==> config.mk <==
export PLATFORM = sky130hd
export DESIGN_NAME = svo_enc_stream
export DESIGN_NICKNAME = d
export VERILOG_FILES = /design/src/rtl/svo_enc_stream.sv
export SDC_FILE = /design/constraint.sdc
export NUM_CORES = 1
export LEC_CHECK = 0
export BUFFER_PORTS_ARGS = -buffer_cell sky130_fd_sc_hd__buf_2
export CAP_MARGIN = 20
export CORE_ASPECT_RATIO = 0.8
export CORE_MARGIN = 1.5
export CORE_UTILIZATION = 45
export DETAILED_ROUTE_END_ITERATION = 10
export PLACE_DENSITY_LB_ADDON = 0.2
export SETUP_SLACK_MARGIN = 0.15
export SYNTH_ARGS = -nofsm -noshare
export SYNTH_HDL_FRONTEND = slang
export SYNTH_SLANG_ARGS = --single-unit
export TNS_END_PERCENT = 30
==> constraint.sdc <==
create_clock -name clk -period 5.6 [get_ports clk]
set_input_delay 0.84 -clock clk [delete_from_list [all_inputs] [get_ports clk]]
set_output_delay 0.84 -clock clk [all_outputs]
set_load 0.01 [all_outputs]
==> src/rtl/svo_enc_stream.sv <==
// svo_enc_stream: video timing encoder.
// Merges an AXI-stream pixel input with an internally generated raster. The
// output stream carries the pixel data and the {blank, vsync, hsync, sof} flags.
// Structure: pixel FIFO -> merge step -> 4-entry output FIFO -> output skid register.
module svo_enc_stream #(
  parameter int             BPP       = 24,
  parameter int             XY_BITS   = 12,
  parameter int             H_FP      = 88,
  parameter int             H_SYNC    = 44,
  parameter int             H_BP      = 148,
  parameter int             H_ACT     = 1920,
  parameter int             V_FP      = 4,
  parameter int             V_SYNC    = 5,
  parameter int             V_BP      = 36,
  parameter int             V_ACT     = 1080,
  parameter logic           HS_POL    = 1'b1,
  parameter logic           VS_POL    = 1'b1,
  parameter int             PIX_AW    = 3,
  parameter int             PRIME_LVL = 6,
  parameter logic           FILL_EN   = 1'b0,
  parameter logic [BPP-1:0] FILL_RGB  = '0
) (
  input  logic           clk,
  input  logic           resetn,
  input  logic           in_axis_tvalid,
  output logic           in_axis_tready,
  input  logic [BPP-1:0] in_axis_tdata,
  input  logic           in_axis_tuser,
  output logic           out_axis_tvalid,
  input  logic           out_axis_tready,
  output logic [BPP-1:0] out_axis_tdata,
  output logic [3:0]     out_axis_tuser,
  output logic           underflow,
  output logic [15:0]    drop_count,
  input  logic           clear_status
);

  localparam int DEPTH   = 2**PIX_AW;
  localparam int H_TOTAL = H_FP + H_SYNC + H_BP + H_ACT;
  localparam int V_TOTAL = V_FP + V_SYNC + V_BP + V_ACT;

  localparam logic [XY_BITS-1:0] XY_ONE   = XY_BITS'(1);
  localparam logic [XY_BITS-1:0] H_SYNC0  = XY_BITS'(H_FP);
  localparam logic [XY_BITS-1:0] H_BP0    = XY_BITS'(H_FP + H_SYNC);
  localparam logic [XY_BITS-1:0] H_ACT0   = XY_BITS'(H_FP + H_SYNC + H_BP);
  localparam logic [XY_BITS-1:0] H_LAST   = XY_BITS'(H_TOTAL - 1);
  localparam logic [XY_BITS-1:0] V_SYNC0  = XY_BITS'(V_FP);
  localparam logic [XY_BITS-1:0] V_BP0    = XY_BITS'(V_FP + V_SYNC);
  localparam logic [XY_BITS-1:0] V_ACT0   = XY_BITS'(V_FP + V_SYNC + V_BP);
  localparam logic [XY_BITS-1:0] V_LAST   = XY_BITS'(V_TOTAL - 1);

  localparam logic [PIX_AW:0]    PIX_ONE  = (PIX_AW+1)'(1);
  localparam logic [PIX_AW:0]    TRDY_MAX = (PIX_AW+1)'(DEPTH - 3);
  localparam logic [PIX_AW:0]    PRIME_V  = (PIX_AW+1)'(PRIME_LVL);

  // pixel FIFO
  logic [BPP:0]      pix_mem [DEPTH];
  logic [PIX_AW:0]   pix_wp, pix_rp, pix_fill;
  logic              pix_wr, pix_rd, pix_empty;
  logic [BPP:0]      pix_head;

  // output FIFO
  logic [BPP+3:0]    of_mem [4];
  logic [2:0]        of_wp, of_rp, of_cnt;
  logic              of_wr, of_rd, of_full, of_empty;
  logic [BPP+3:0]    of_din_p0;

  // raster cursor and merge control
  logic [XY_BITS-1:0] h, v;
  logic               primed;
  logic               adv, drop, uf_set;
  logic               h_act, v_act, hs_in, vs_in, sof_pos, blank;
  logic [3:0]         ctrl;
  logic               sk_load;

  assign pix_wr    = in_axis_tvalid && in_axis_tready;
  assign pix_fill  = pix_wp - pix_rp;
  assign pix_empty = (pix_fill == '0);
  assign pix_head  = pix_mem[pix_rp[PIX_AW-1:0]];

  assign of_cnt    = of_wp - of_rp;
  assign of_full   = (of_cnt == 3'd4);
  assign of_empty  = (of_cnt == 3'd0);

  assign h_act   = (h >= H_ACT0);
  assign v_act   = (v >= V_ACT0);
  assign hs_in   = (h >= H_SYNC0) && (h < H_BP0);
  assign vs_in   = (v >= V_SYNC0) && (v < V_BP0);
  assign sof_pos = (h == '0) && (v == '0);
  assign blank   = !(h_act && v_act);
  assign ctrl    = {blank, vs_in ? VS_POL : ~VS_POL, hs_in ? HS_POL : ~HS_POL, sof_pos};

  // Skid register takes a word whenever it is empty or being consumed.
  assign sk_load = primed && !of_empty && (!out_axis_tvalid || out_axis_tready);
  assign of_rd   = sk_load;

  // Merge step: decide what, if anything, enters the output FIFO this cycle.
  // Before priming the SOF word is held back until a pixel is visible, so
  // leading non-SOF pixels get discarded instead of landing in active video.
  always_comb begin
    pix_rd    = 1'b0;
    of_wr     = 1'b0;
    of_din_p0 = '0;
    adv       = 1'b0;
    drop      = 1'b0;
    uf_set    = 1'b0;
    if (!of_full) begin
      if (sof_pos && !pix_empty && !pix_head[BPP]) begin
        pix_rd = 1'b1;
        drop   = 1'b1;
      end else if (sof_pos && !primed && pix_empty) begin
        adv = 1'b0;
      end else if (blank) begin
        of_wr     = 1'b1;
        of_din_p0 = {ctrl, {BPP{1'b0}}};
        adv       = 1'b1;
      end else if (!pix_empty) begin
        of_wr     = 1'b1;
        of_din_p0 = {ctrl, pix_head[BPP-1:0]};
        pix_rd    = 1'b1;
        adv       = 1'b1;
      end else if (primed) begin
        uf_set = 1'b1;
        if (FILL_EN) begin
          of_wr     = 1'b1;
          of_din_p0 = {ctrl, FILL_RGB};
          adv       = 1'b1;
        end
      end
    end
  end

  // FIFO storage arrays (data only, no reset needed).
  always_ff @(posedge clk) begin
    if (pix_wr) pix_mem[pix_wp[PIX_AW-1:0]] <= {in_axis_tuser, in_axis_tdata};
    if (of_wr)  of_mem[of_wp[1:0]]          <= of_din_p0;
  end

  // FIFO pointers, registered input ready and priming latch.
  always_ff @(posedge clk or negedge resetn) begin
    if (!resetn) begin
      pix_wp         <= '0;
      pix_rp         <= '0;
      of_wp          <= '0;
      of_rp          <= '0;
      in_axis_tready <= 1'b0;
      primed         <= 1'b0;
    end else begin
      if (pix_wr) pix_wp <= pix_wp + PIX_ONE;
      if (pix_rd) pix_rp <= pix_rp + PIX_ONE;
      if (of_wr)  of_wp  <= of_wp + 3'd1;
      if (of_rd)  of_rp  <= of_rp + 3'd1;
      in_axis_tready <= (pix_fill <= TRDY_MAX);
      if ((pix_fill >= PRIME_V) && of_full) primed <= 1'b1;
    end
  end

  // Raster cursor: moves only when a word enters the output FIFO.
  always_ff @(posedge clk or negedge resetn) begin
    if (!resetn) begin
      h <= '0;
      v <= '0;
    end else if (adv) begin
      if (h == H_LAST) begin
        h <= '0;
        v <= (v == V_LAST) ? '0 : v + XY_ONE;
      end else begin
        h <= h + XY_ONE;
      end
    end
  end

  // Output skid register (stage p1): held while the sink stalls.
  always_ff @(posedge clk or negedge resetn) begin
    if (!resetn) begin
      out_axis_tvalid <= 1'b0;
      out_axis_tdata  <= '0;
      out_axis_tuser  <= '0;
    end else if (sk_load) begin
      out_axis_tvalid <= 1'b1;
      {out_axis_tuser, out_axis_tdata} <= of_mem[of_rp[1:0]];
    end else if (out_axis_tready) begin
      out_axis_tvalid <= 1'b0;
    end
  end

  // Status: clear_status takes priority over a same-cycle set/increment.
  always_ff @(posedge clk or negedge resetn) begin
    if (!resetn) begin
      underflow  <= 1'b0;
      drop_count <= '0;
    end else if (clear_status) begin
      underflow  <= 1'b0;
      drop_count <= '0;
    end else begin
      if (uf_set) underflow <= 1'b1;
      if (drop && (drop_count != 16'hFFFF)) drop_count <= drop_count + 16'd1;
    end
  end

endmodule

-- Word level (Yosys, flattened, before mapping)
Memories as Yosys holds them, arrays and structs flattened. A register that Yosys moved wholly into a read port is not among the register bits.
Cells that the tools add are included.
- flip-flop bits (word level): 58
- latch bits: 0
- RAM bits: 312
- bits in read-only memories: 0
- input bits: 30
- output and inout port bits: 47
- word-level logic and storage cells: 99
- memories: 2
- add/sub/neg operators: 9
- multipliers: 0
- divide/modulo/power cells: 0
- $lt $le $gt $ge: 8
- eq/ne operators: 4
- shift-type cells: 0
- multiplexer cells: 36
- bitwise operators: 0
- reduce and logical (&&, ||, !) cells: 29
- memory list (memory ; depth ; bits a word ; rd ports ; clocked after Yosys merged registers in ; write ports ; line ; RTL):
    pix_mem ; 8 ; 25 ; 1 ; 0 ; 1 ; 57 ; logic [BPP:0] pix_mem [DEPTH];
    of_mem ; 4 ; 28 ; 1 ; 1 ; 1 ; 63 ; logic [BPP+3:0] of_mem [4];
- operators with widths (operator ; number):
    $mux 28 ; 5
    $mux 16 ; 2
    $mux 1 ; 27
    $add 12x1->12 const B ; 2
    $logic_not 12->1 ; 2
    $mux 12 ; 2
    $add 16x1->16 const B ; 1
    $ne 16x16->1 const B ; 1
    $logic_and 1x1->1 ; 13
    $eq 12x11->1 const B ; 1
    $eq 12x12->1 const B ; 1
    $ge 12x3->1 const B ; 1
    $ge 12x6->1 const B ; 1
    $ge 12x7->1 const B ; 1
    $ge 12x9->1 const B ; 1
    $lt 12x4->1 const B ; 1
    $lt 12x8->1 const B ; 1
    $add 4x1->4 const B ; 2
    $logic_not 1->1 ; 7
    $add 3x1->3 const B ; 2
    $reduce_bool 2->1 ; 3
    $ge 4x3->1 const B ; 1
    $le 4x3->1 const B ; 1
    $logic_not 4->1 ; 1
    6 further kinds ; 6

-- Depth between registers and ports, before layout
Gate-level depths: netlist (run 1).
- word-level depth: 10
- mapped depth: 11
- depth with buffers taken out: 10

-- Worst setup path before layout (run 1)
OpenSTA, ideal clock, no wires.
- path type: reg2reg
- start: register pix_rp[2]
- end: memory of_mem[0][0] in the netlist's numbering, enable pin
- library setup time: 0.388 ns
- arrival time: 3.244 ns
- required time: 5.212 ns
- slack: 1.969 ns
- stages on the path, launching flop included: 11
- path buffers: 3
- clock period less this slack: 3.631 ns
- cell sequence: dfrtp_1 clkbuf_1 inv_2 clkbuf_1 ha_1 xor2_1 nor3b_1 a21boi_0 mux2i_1 clkbuf_1 and3_1
- cells in the longest elaborated chain, start to end: 9
- elaborated cells between the ends (all ways): 15
- those cells by class: 1 x add/sub; 7 x mux; 6 x reduce/logical; 1 x memory
- ends and longest elaborated chain (item ; line ; RTL):
    from (decl) ; 58 ; logic [PIX_AW:0] pix_wp, pix_rp, pix_fill;
    from (signal assigned) ; 150 ; if (pix_rd) pix_rp <= pix_rp + PIX_ONE;
    $sub 4x4->4 ; 77 ; assign pix_fill = pix_wp - pix_rp;
    $logic_not 4->1 ; 78 ; assign pix_empty = (pix_fill == '0);
    $mux 1 / $logic_not 1->1 (equally long branches) ; -- ;
    $mux 1 / $logic_and 1x1->1 (equally long branches) ; 113, 108 ;
    $mux 1 / $logic_and 1x1->1 (equally long branches) ; 111, 108 ;
    $mux 1 * ; 108 ; if (sof_pos && !pix_empty && !pix_head[BPP]) begin
    $mux 1 * ; 107 ; if (!of_full) begin
    $mux 1 * ; 136 ; if (of_wr) of_mem[of_wp[1:0]] <= of_din_p0;
    $mux 1 (implied by the code) * ; 136 ;
    to (decl) ; 63 ;
Mark *: on every way between the ends. The rest lies on a longest branch, timed or not.

-- Worst setup path after layout (run 1)
- start: register pix_rp[0]
- end: memory of_mem[1][20] in the netlist's numbering, data pin
- cells in the longest elaborated chain, start to end: 7
- elaborated cells between the ends (all ways): 13
- those cells by class: 1 x add/sub; 5 x mux; 6 x reduce/logical; 1 x memory
- ends and longest elaborated chain (item ; line ; RTL):
    $sub 4x4->4 ; 77 ;
    $logic_not 4->1 ; 78 ;
    $mux 28 / $logic_not 1->1 (equally long branches) ; -- ;
    $mux 28 / $logic_and 1x1->1 (equally long branches) ; 113, 108 ;
    $mux 28 / $logic_and 1x1->1 (equally long branches) ; 111, 108 ;
    $mux 28 * ; 108 ;
    $mux 28 * ; 107 ;
    via of_din_p0[20] ; 66 ; logic [BPP+3:0] of_din_p0;
Mark *: on every way through the listed nets, which the timed path passes. The rest lies on a longest branch.

==> results of run 1 <==
-- metal layers --
metal	track usage [%]	vias to the layer above	wire [µm]
li1	-	3857	-
met1	29.3	4294	16700
met2	24.5	217	13600
met3	3.54	46	1940
met4	4.84	4	516
met5	0	-	27
-- worst paths after layout --
path | endpoint | slack [ns] | cells after the start
max in group asynchronous | pix_rp[0]$_DFFE_PN0P_ | 4.26 | 2
min reg2reg | pix_wp[3]$_DFFE_PN0P_ | 0.48 | 1
max reg2reg | of_mem[1][20]$_DFFE_PP_ | 1.70 | 9
min in group clk | pix_wp[3]$_DFFE_PN0P_ | 0.48 | 1
max | of_mem[1][20]$_DFFE_PP_ | 1.70 | 9
min | out_axis_tuser[2]$_DFFE_PN0P_ | 0.37 | 1
-- stage by stage --
stage	std cells	setup WS, ns
after detailed placement	1462	1.69
after global routing	1538	1.39
final	1538	1.70
after floorplan	935	1.97
after CTS	1537	1.67
after global placement	1462	1.84
-- sequential cells by signal, summed over array words and instances (netlist names), 12 cells and up --
register / cells
v: 12
h: 12
drop_count: 16
pix_mem: 200
of_mem: 112
out_axis_tdata: 24
-- where the power goes --
part | total (mW) | internal, mW | switching [mW]
combinational | 2.74 | 1.20 | 1.54
clock | 2.56 | 1.45 | 1.10
sequential | 4.24 | 3.95 | 0.294
-- layout make-up --
type / instances / area, µm² / area share [%]
tap: 472 / 591 / 3.21
timing repair buffer: 98 / 548 / 2.98
sequential: 398 / 11500 / 62.7
inverter: 17 / 63.8 / 0.347
multi-input combinational: 477 / 4400 / 23.9
antenna: 1 / 2.50 / 0.0136
clock buffer: 59 / 1120 / 6.12
clock inverter: 16 / 131 / 0.714
-- cell families after synthesis --
group                      Yosys count  share of synthesized area [%]
xor gates and xnor gates            21                           1.14
and+or+nand+nor                    222                           6.89
AOI/OAI and AO/OA                   92                           3.58
adders and majority gates           20                           1.60
muxes                              122                           13.9
DFF                                398                           71.4
buffers and inverters               60                           1.46
-- layout by cell type (no fill, tap or decap), types with 10 or more instances in the layout --
cell type    n
o31ai_1     15
a21oi_1     32
clkbuf_1    16
nor3_1      10
and3_1      14
clkbuf_16   42
o21ai_0     26
nand2_1     76
inv_1       16
nor2b_1     13
xnor2_1     12
dfrtp_1     83
buf_2       75
edfxtp_1   312
buf_4       23
nand3_1     25
ha_1        19
mux4_2      78
mux2_2      38
nor2_1      25
==> results.ini, run 1 <==
[route]
postRouteAntennaNets = 0
avgRoutedWirePerCell_um = 21.3
finalWirelength_mm = 32.7
via_per_inst = 5.47
drt_iter0_drc = 773
firstDrtPassIters = 4
drc = 0
dr_total_vias = 8418

[die]
die_area_um2 = 37000
num_io_pins = 77
start_util_pct = 46.0
fp.dieH_um = 172
die_width_um = 215
core-area_um2 = 35000
rows = 61

[power_and_ir_drop]
irDropWorstVdd_uv = 367
powerDensity_nw_per_um2 = 519
power.leakage_nw = 6.59
fin_total_pwr_mw = 9.54

[yosys]
synth_edf_count = 312
syn_nets = 985
yosysWarningCount = 0
syn_inst = 935
ys_async_sr_fraction_pct = 21.6
yosysMostFrequentCell = edfxtp_1
synth.largest_area_cell = edfxtp_1
synth_cell_types = 52
synthFlopType = edfxtp_1
synth_top_area_share_pct = 58.1
synth_seq_cells = 398
syn_avg_cell_area_um2 = 17.3
synth_common_cells = 312 x edfxtp_1, 86 x dfrtp_1, 78 x mux4_2
netlist_area_um2 = 16100
synth.area.top_cells = edfxtp_1 58%, dfrtp_1 13%, mux4_2 11%, mux2_2 2.7%, nand2_1 1.8%
yosysSeqAreaShare_pct = 71.4

[timing]
max_freq_mhz = 256
drv_slew = 0
hold_ws_ns = 0.372
fin_tns_setup_ns = 0
hold_viol = 0
setup_viol = 0
rsz0062_at_grt = no
period_needed_ns = 3.90
relSlewSlack_pct = 32.9
fin_worst_skew_ns = 0.0224
worstMarginPinSlew_ns = 1.00
finalCritPeriodShare_pct = 69.6

[final_layout]
utilization_pct = 52.5
syn_to_final_growth_pct = 14.0
final_nets = 1084
fill_cells = 2844
drive_above_1_share_pct = 26.8
design_area_um2 = 18400

[grt]
grt_max_degree = 55
overflow = 0
track_usage_pct = 18.1
grt_pass1_wl_mm = 50.4
first_global_vias = 8278
antenna_found_initial = 3

[setup_path]
critPathBufInv = 1
critical_path.startpoint = pix_rp[0]$_DFFE_PN0P_
critPathLaunchType = register
worst_path_max_delay_cell = dfrtp_4
crit_fanout = 29
crit_family = simple AND/OR/NAND/NOR gates
arrival_ns = 4.10
crit_path_cell_trace = ha_1 > inv_1 > fa_1 > xor2_1 > nor3b_1 > a21boi_0 > nor2_1 > nand2_1 > a21oi_1
end_kind = register
crit_type = reg2reg
crit-reg2reg-launch = pix_rp[0]$_DFFE_PN0P_
critPathMaxStageDelay_ns = 0.80
worstPathRequired_ns = 5.80

[cts]
clkSinkCount = 398
cts_max_level = 2
cts-root-buf = clkbuf_16
clk_latency_ns = 0.55
cts-resized-gates = 0
post-cts-setup-buffers = 0
clockBufferDepth = 3
cts_tree = built
cts_buffers = 42
cts.clk_slew.worst_paths_ns = 0.07
cts_hold_buf = 0

[min_path]
hold_path.class = in2async

[placement]
place_congestion = 0.765
numPortBuffers = 76
dp_hpwl_mm = 20.2
postPlaceCellArea_um2 = 17100

[status]
status = complete, no violations

[flow_run]
cap_viol_max_count = 0

(Power assumes the default switching activity.)
==> inputs of run 2 (changes only) <==
--- a/config.mk
+++ b/config.mk
@@ -5,6 +5,7 @@
 export SDC_FILE = /design/constraint.sdc
 export NUM_CORES = 1
 export LEC_CHECK = 0
+export ABC_AREA = 1
 export BUFFER_PORTS_ARGS = -buffer_cell sky130_fd_sc_hd__buf_2
 export CAP_MARGIN = 20
 export CORE_ASPECT_RATIO = 0.8
==> constraint.sdc (replaced) <==
create_clock -name clk -period 3.6 [get_ports clk]
set_input_delay 0.54 -clock clk [delete_from_list [all_inputs] [get_ports clk]]
set_output_delay 0.54 -clock clk [all_outputs]
set_load 0.01 [all_outputs]
==> results.ini, run 2 <==
[grt]
first_global_vias = 10378
grt_max_degree = 84
track_usage_pct = 19.9
grt_pass1_wl_mm = 59.6
antenna_found_initial = 3
overflow = 0

[cts]
cts-resized-gates = 0
cts_buffers = 41
cts.clk_slew.worst_paths_ns = 0.06
clk_latency_ns = 0.54
cts_max_level = 2
cts_tree = built
clkSinkCount = 398
clockBufferDepth = 3
cts-root-buf = clkbuf_16

[min_path]
whs_endpoint = pix_mem[4][11]$_DFFE_PP_
min_path_cells = 1
hp-start = in_axis_tdata[11]
hold_path.class = in2reg

[power_and_ir_drop]
powerDensity_nw_per_um2 = 874
irDropWorstVdd_uv = 668
fin_total_pwr_mw = 16.7
power.leakage_nw = 7.40

[timing]
relSlewSlack_pct = 35.3
rsz0062_at_grt = no
period_needed_ns = 2.96
fin_worst_skew_ns = 0.0144
setup_viol = 0
worstMarginPinSlew_ns = 0.970
max_freq_mhz = 338
drv_slew = 0
finalCritPeriodShare_pct = 82.3
hold_ws_ns = 0.265
hold_viol = 0
fin_tns_setup_ns = 0

[setup_path]
arrival_ns = 3.15
r2r_slack_ns = 0.64
r2r_cells = 11
r2r-end = of_mem[0][19]$_DFFE_PP_
worstPathRequired_ns = 3.79
crit_type = reg2reg
crit_fanout = 28
end_kind = register
critPathLaunchType = register
crit-reg2reg-launch = pix_rp[0]$_DFFE_PN0P_

[route]
dr_total_vias = 11172
finalWirelength_mm = 38.1
avgRoutedWirePerCell_um = 18.1
via_per_inst = 5.31
drc = 0
firstDrtPassIters = 5
drt_iter0_drc = 879
postRouteAntennaNets = 0

[final_layout]
final_common_cell = edfxtp_1
final_nets = 1634
largest_reg_flops = 200
stdcell_count = 2104
syn_to_final_growth_pct = 13.1
drive_above_1_share_pct = 12.1
mostFrequentLayoutCells = 312 x edfxtp_1, 293 x nand2_1, 211 x nor2_1
fill_cells = 3317

[die]
die_width_um = 220
core-area_um2 = 37000
start_util_pct = 45.7
rows = 63
die_area_um2 = 38800
fp.dieH_um = 176
num_io_pins = 77

[yosys]
yosysSeqAreaShare_pct = 68.1
yosysMostFrequentCell = edfxtp_1
synthFlopType = edfxtp_1
yosysWarningCount = 0
synth.area.top_cells = edfxtp_1 55%, dfrtp_1 13%, nand2_1 6.5%, nor2_1 4.9%, o21ai_0 4.0%
netlist_area_um2 = 16900
synth.largest_area_cell = edfxtp_1
synth_top_area_share_pct = 55.3
synth_seq_cells = 398
syn_avg_cell_area_um2 = 11.2
syn_nets = 1566
synth_common_cells = 312 x edfxtp_1, 293 x nand2_1, 223 x nor2_1
synth_cell_types = 40
syn_inst = 1516
ys_async_sr_fraction_pct = 21.6
synth_edf_count = 312

[placement]
numPortBuffers = 76
place_congestion = 0.828
post-place-cells = 2027
dp_hpwl_mm = 21.8

[status]
status = complete, no violations

[flow_run]
cap_viol_max_count = 0

## run 2: area by class of cell
cell class | count | area (µm²) | area share [%]
Tap cell | 487 | 609 | 3.18
Timing Repair Buffer | 107 | 656 | 3.42
Clock buffer | 55 | 1110 | 5.79
Inverter | 77 | 289 | 1.51
Sequential cell | 398 | 11500 | 60.2
Clock inverter | 20 | 186 | 0.973
Multi-Input combinational cell | 959 | 4780 | 24.9
Antenna cell | 1 | 2.50 | 0.0131
## run 2: how the worst max path moves through the flow
| stage | cells after the start | from | slack, ns | to |
|---|---|---|---|---|
| floorplan | 13 | pix_rp[1]$_DFFE_PN0P_ | 0.13 | of_mem[0][0]$_DFFE_PP_ |
| global placement | 11 | pix_rp[0]$_DFFE_PN0P_ | 0.68 | of_mem[3][7]$_DFFE_PP_ |
| detailed placement | 11 | pix_rp[0]$_DFFE_PN0P_ | 0.61 | of_mem[0][7]$_DFFE_PP_ |
| CTS | 11 | pix_rp[0]$_DFFE_PN0P_ | 0.61 | of_mem[0][11]$_DFFE_PP_ |
| global route | 11 | pix_rp[0]$_DFFE_PN0P_ | 0.36 | of_mem[2][20]$_DFFE_PP_ |
| finish | 11 | pix_rp[0]$_DFFE_PN0P_ | 0.64 | of_mem[0][19]$_DFFE_PP_ |
## run 2: where the power goes
group | switching (mW) | internal (mW) | total (mW)
Sequential | 0.434 | 6.32 | 6.75
Combinational | 4.24 | 1.63 | 5.87
Clock | 1.73 | 2.39 | 4.11
## run 2: what timing repair did
item	in CTS	in global routing
buffers inserted	0	0
hold endpoints to repair	25	0
hold buffers	1	0
## run 2: metal layers
| metal | global-route usage (%) | routed length (µm) | vias up |
|---|---|---|---|
| met1 | 30.7 | 18800 | 5384 |
| met5 | 1.92 | 119 | - |
| met3 | 3.57 | 2180 | 63 |
| met4 | 4.76 | 712 | 6 |
| met2 | 29.0 | 16300 | 282 |
| li1 | - | - | 5437 |
## run 2: worst max-delay path, cell delays in order, from the launching register on
cell,delay (ns)
dfrtp_2,0.61
ha_1,0.23
inv_1,0.06
fa_1,0.37
xor2_1,0.21
nor2_1,0.08
nand3_1,0.14
nor2_1,0.09
nor2_1,0.16
nand3_2,0.17
nor2_2,0.11
buf_4,0.38
## run 2: logic make-up (layout without fill, tap and decap cells)
| group | Yosys count | count (layout) | share of synthesized area, % |
|---|---|---|---|
| AOI/OAI and AO/OA | 234 | 234 | 8.01 |
| xor gates and xnor gates | 37 | 37 | 1.91 |
| and+or+nand+nor | 668 | 668 | 16.6 |
| adders and majority gates | 20 | 20 | 1.52 |
| other | 0 | 1 | 0 |
| buffers and inverters | 159 | 259 | 3.91 |
| DFF | 398 | 398 | 68.1 |
## run 2: metrics by stage
stage                     util [%]  area, µm²  setup slack (ns)
after floorplan                  -      16900             0.127
after detailed placement      48.2      17800             0.611
after global placement        48.2      17800             0.678
after global routing          51.7      19100             0.363
after CTS                     51.7      19100             0.607
final                         51.7      19200             0.638
